<file path="config.mk">
export PLATFORM = sky130hd
export DESIGN_NAME = keypad_entry_buffer
export DESIGN_NICKNAME = d
export VERILOG_FILES = /design/src/rtl/keypad_entry_buffer.sv
export SDC_FILE = /design/constraint.sdc
export NUM_CORES = 1
export LEC_CHECK = 0
export ABC_CLOCK_PERIOD_IN_PS = 1800
export BUFFER_PORTS_ARGS = -buffer_cell sky130_fd_sc_hd__buf_4
export CORE_ASPECT_RATIO = 0.8
export CORE_MARGIN = 2
export CORE_UTILIZATION = 45
export DETAILED_ROUTE_END_ITERATION = 12
export GPL_TIMING_DRIVEN = 0
export PLACE_DENSITY = 0.73
export SLEW_MARGIN = 20
export SYNTH_ARGS = -nofsm -noshare
export SYNTH_HDL_FRONTEND = slang
export SYNTH_SLANG_ARGS = --single-unit
</file>
<file path="constraint.sdc">
create_clock -name clk -period 1.8 [get_ports clk]
set_clock_uncertainty 0.05 [all_clocks]
set_input_delay 0.09 -clock clk [delete_from_list [all_inputs] [get_ports clk]]
set_output_delay 0.09 -clock clk [all_outputs]
set_load 0.01 [all_outputs]
</file>
<file path="src/rtl/keypad_entry_buffer.sv">
// keypad_entry_buffer
//   Turns the decoded key stream of the 4x4 keypad scanner into BCD numbers.
//   Digits 0-9 are shifted into a live entry buffer (newest digit in the low
//   nibble). C is backspace, E (*) is clear, F (#) commits the entry. A
//   committed number is offered downstream on a valid/ready interface.
//
//   Ports
//     clk          rising-edge clock
//     reset        asynchronous, active-high reset
//     key_value    decoded key code, valid while key_pressed is high
//     key_pressed  scanner level flag, high from debounce until release
//     out_ready    downstream accepts out_value while out_valid is high
//     out_valid    committed number available
//     out_value    committed BCD number, LS digit in [3:0], unused digits 0
//     entry        live BCD entry buffer for display, same packing
//     digit_count  number of digits currently held in entry
//     key_event    1-cycle pulse per accepted key press (rejected ones too)
//     overflow     1-cycle pulse when a digit is dropped on a full buffer
//     reject       1-cycle pulse on A/B/D, or on an F that cannot commit
//
//   state       | meaning
//   ST_ENTRY    | no number pending; out_valid low, F commits a non-empty entry
//   ST_COMMIT   | out_value offered and held; typing ahead allowed, F rejected
module keypad_entry_buffer #(
  parameter int NUM_DIGITS = 4,
  parameter int CW         = $clog2(NUM_DIGITS + 1)
) (
  input  logic                    clk,
  input  logic                    reset,
  input  logic [3:0]              key_value,
  input  logic                    key_pressed,
  input  logic                    out_ready,
  output logic                    out_valid,
  output logic [4*NUM_DIGITS-1:0] out_value,
  output logic [4*NUM_DIGITS-1:0] entry,
  output logic [CW-1:0]           digit_count,
  output logic                    key_event,
  output logic                    overflow,
  output logic                    reject
);

  localparam int            EW        = 4 * NUM_DIGITS;
  localparam logic [CW-1:0] FULL      = CW'(NUM_DIGITS);
  localparam logic [3:0]    KEY_BACK  = 4'hC;
  localparam logic [3:0]    KEY_CLEAR = 4'hE;
  localparam logic [3:0]    KEY_ENTER = 4'hF;

  typedef enum logic {
    ST_ENTRY  = 1'b0,
    ST_COMMIT = 1'b1
  } state_t;

  state_t        state;
  logic          kp_d;
  logic          press;
  logic          is_digit;
  logic [EW-1:0] entry_push;
  logic [EW-1:0] entry_pop;

  always_comb begin
    press      = key_pressed & ~kp_d;
    is_digit   = (key_value <= 4'd9);
    entry_push = (entry << 4) | EW'(key_value);
    entry_pop  = entry >> 4;
  end

  always_ff @(posedge clk or posedge reset) begin
    if (reset) begin
      state       <= ST_ENTRY;
      // Starting high means a key held through reset only counts after a
      // release and a fresh press.
      kp_d        <= 1'b1;
      out_valid   <= 1'b0;
      out_value   <= '0;
      entry       <= '0;
      digit_count <= '0;
      key_event   <= 1'b0;
      overflow    <= 1'b0;
      reject      <= 1'b0;
    end else begin
      kp_d      <= key_pressed;
      key_event <= press;
      overflow  <= 1'b0;
      reject    <= 1'b0;

      // Handshake; out_value deliberately keeps its last value afterwards.
      if (state == ST_COMMIT && out_ready) begin
        out_valid <= 1'b0;
        state     <= ST_ENTRY;
      end

      if (press) begin
        if (is_digit) begin
          if (digit_count < FULL) begin
            entry       <= entry_push;
            digit_count <= digit_count + CW'(1);
          end else begin
            overflow <= 1'b1;
          end
        end else if (key_value == KEY_BACK) begin
          if (digit_count != '0) begin
            entry       <= entry_pop;
            digit_count <= digit_count - CW'(1);
          end
        end else if (key_value == KEY_CLEAR) begin
          entry       <= '0;
          digit_count <= '0;
        end else if (key_value == KEY_ENTER) begin
          // An F coinciding with the handshake still sees ST_COMMIT here
          // and is therefore rejected.
          if (state == ST_ENTRY && digit_count != '0) begin
            out_value   <= entry;
            out_valid   <= 1'b1;
            entry       <= '0;
            digit_count <= '0;
            state       <= ST_COMMIT;
          end else begin
            reject <= 1'b1;
          end
        end else begin
          reject <= 1'b1;
        end
      end
    end
  end

endmodule

</file>
==> impl_metrics.toml <==
[floorplanning]
rows = 21
core_area_um2 = 4100
die_height_um = 61.9
die_w_um = 76.4
die-area_um2 = 4730
start_util_pct = 46.1
io_pins = 47

[setup_path]
cp_slowest_stage_delay_ps = 380
cp.required_ps = 1950
cp-end-kind = "flop"
start_kind = "flop"
path_cells = "inv_2, ha_4, nor2b_4, nor4_4, buf_4, buf_8, mux2_4"
worst_path_max_delay_cell = "dfrtp_1"
crit_path_max_fanout = 5
path_delay_family = "simple AND/OR/NAND/NOR gates"
crit_arrival_ps = 2050
crit_type = "reg2reg"
cp_num_buf_inv = 3

[sta]
max_freq_ghz = 0.526
setup_slack_ps = -102
rsz0062_at_grt = "yes"
fin_crit_sh_pct = 106
finalMaxSlewViolations = 0
final.min_clock_period_ps = 1900
relSlewSlack_pct = 66.1
finalSetupTns_ps = -1190
worst_slew_pin_slew_ps = 509
finalHoldViolCount = 0
setup_viol = 23

[grt]
grt_pass1_wl_mm = 7.71
grt_max_degree = 23
overflow = 0
grt_usage_pct = 22.0
first_global_vias = 1544
antenna_found_initial = 0

[synth]
syn-cell-area_um2 = 1890
yosysWarnings = 0
syn_nets = 158
synthDistinctLibCells = 31
synth.avg_cell_area_um2 = 12.8
ys_ff_latch = 41
syn_inst = 147
ys_seq_area_share_pct = 54.4

[run_status]
violations = "negative setup slack"
status = "finished with violations"

[drt]
drtIter0Drc = 76
routed_via_density = 5.15
final_antenna_net_count = 0
wirelength_mm = 4.83
firstDrtPassIters = 4
avgRoutedWirePerCell_um = 17.5
vias = 1422
drc = 0

[finish]
fillers = 328
design_area_um2 = 2700
drive_gt1_share_pct = 53.0
syn2layout_area_growth_pct = 43.2
antenna_cells = 0
nets = 229

[run]
drv_cap = 0

[power_and_ir_drop]
irDropWorstVdd_mv = 0.690
leakage_nw = 1.41
cellPowerDensity_nw_per_um2 = 1300

[placed_design]
portBuffers = 44
gp_congestion = 0.855
place_area_um2 = 2330
dp_hpwl_mm = 2.84
dp_slack_ps = -536

[clock_network]
clock-root-buffer = "clkbuf_8"
cts_tree = "done"
clock_latency_ps = 310
clk_pin_slew_worst_paths_ps = 80
cts_buffers = 5
cts_buffer_depth = 2
cts.sinks = 41
h-tree-depth = 2

[min_path]
hold_class = "in2reg"
## repair_timing
| item | in CTS | in global routing |
|---|---|---|
| setup buffers | 16 | 1 |
| pin swaps | 3 | 1 |
| hold buffers | 2 | 0 |
| resized for setup | 28 | 6 |
| setup endpoints to repair | 36 | 34 |
| hold endpoints to repair | 19 | 0 |
## cell type report
class	instances	area (um2)	share of cell area, %
buffer	6	50.0	1.85
clock buffer	7	96.3	3.56
clock inverter	1	5.00	0.185
inverter	13	48.8	1.80
multi-input combinational	87	851	31.5
sequential	41	1030	38.0
tap	57	71.3	2.64
timing repair buffer	64	554	20.5
## tightest hold or removal path, delay by kind of cell
kind,cells,cell delay (ps)
buffers and inverters,2,150
AOI/OAI and AO/OA,1,100
## path summary, 6_finish.rpt
check / from / end / slack (ps) / cells after the start
max: digit_count[1]$_DFFE_PP0P_ / out_value[1]$_DFFE_PP0P_ / -100 / 7
min: out_ready / state$_DFF_PP0_ / 20 / 3
max reg2reg: digit_count[1]$_DFFE_PP0P_ / out_value[1]$_DFFE_PP0P_ / -100 / 7
min reg2reg: out_valid$_DFF_PP0_ / out_valid$_DFF_PP0_ / 450 / 1
max in group asynchronous: reset / entry[15]$_DFFE_PP0P_ / 940 / 4
min in group asynchronous: reset / entry[10]$_DFFE_PP0P_ / 300 / 3
## cell families (layout without fill, tap and decap cells)
| kind of cell | count (synthesis) | after routing | synth area share [%] |
|---|---|---|---|
| flip-flops | 41 | 41 | 54.4 |
| multiplexers | 35 | 35 | 21.3 |
| AND/OR/NAND/NOR | 26 | 26 | 8.28 |
| AO/OA/AOI/OAI | 23 | 23 | 9.28 |
| buffers and inverters | 19 | 91 | 4.77 |
| adder cells (fa/ha/maj) | 3 | 3 | 1.99 |
## report_power, final
| group | internal [mW] | switching (mW) | total, mW |
|---|---|---|---|
| Sequential | 1.18 | 0.258 | 1.44 |
| Combinational | 0.805 | 0.570 | 1.37 |
| Clock | 0.347 | 0.347 | 0.694 |
| Total | 2.33 | 1.18 | 3.51 |
## registers in the layout, indices dropped and copies added (netlist names)
signal       cells
entry           16
state            1
out_valid        1
digit_count      3
key_event        1
out_value       16
overflow         1
reject           1
kp_d             1
## metrics by stage
| stage | util, % | total power [mW] | std cells | hold WS (ps) |
|---|---|---|---|---|
| finish | 66.0 | 3.51 | 276 | 23.0 |
| floorplan | - | 2.03 | 147 | 44.5 |
| global placement | 56.1 | 2.53 | 248 | 158 |
| global route | 66.0 | 3.70 | 276 | 37.8 |
| CTS | 65.2 | 3.49 | 275 | 23.1 |
| detailed placement | 56.8 | 2.61 | 249 | 84.9 |
## routing by layer
| metal | part of all wire [%] | vias to the layer above | wire length, um | track usage (%) |
|---|---|---|---|---|
| li1 | - | 652 | - | - |
| met1 | 45 | 717 | 2170 | 28.1 |
| met2 | 48 | 46 | 2300 | 36.8 |
| met3 | 6.3 | 7 | 304 | 4.77 |
| met4 | 1.1 | 0 | 54 | 11.4 |
| met5 | 0 | - | 0 | 0 |
## cell usage after synthesis
| cell | instances | area share, % |
|---|---|---|
| dfrtp_1 | 40 | 53 |
| mux2_2 | 25 | 15 |
| nand2_1 | 15 | 3.0 |
| inv_1 | 13 | 2.6 |
| o21ai_0 | 8 | 2.1 |
| mux2i_1 | 6 | 3.2 |
| a22o_1 | 5 | 2.3 |
| mux2_4 | 4 | 3.2 |
| ha_1 | 3 | 2.0 |
| a21o_1 | 2 | 0.79 |
| a21oi_1 | 2 | 0.53 |
| and3_1 | 2 | 0.66 |
| buf_6 | 2 | 1.2 |
| clkbuf_2 | 2 | 0.53 |
| nor2_1 | 2 | 0.40 |
| a22oi_1 | 1 | 0.40 |
| a2bb2oi_1 | 1 | 0.46 |
| a31oi_1 | 1 | 0.33 |
| a41oi_1 | 1 | 0.46 |
| and4bb_2 | 1 | 0.66 |
| buf_2 | 1 | 0.26 |
| clkbuf_1 | 1 | 0.20 |
| dfstp_2 | 1 | 1.4 |
| nand2b_1 | 1 | 0.33 |
| nand3_1 | 1 | 0.26 |
| nand3_4 | 1 | 0.93 |
| nand3b_2 | 1 | 0.60 |
| nor2b_1 | 1 | 0.33 |
| nor4_4 | 1 | 1.1 |
| o21ai_2 | 1 | 0.46 |
| o311ai_4 | 1 | 1.4 |
## placed cells by master (no fill, tap or decap), drive strengths merged, types with 2 or more instances in the layout
cell type     n
dfrtp        40
a21o          2
a21oi         2
and3          2
ha            3
nor2          2
a22o          5
nand2        15
buf          65
clkbuf       10
mux2         29
o21ai         9
mux2i         6
dlygate4sd3   2
inv          13
nand3         2
Power figures use the tool's default switching activity.
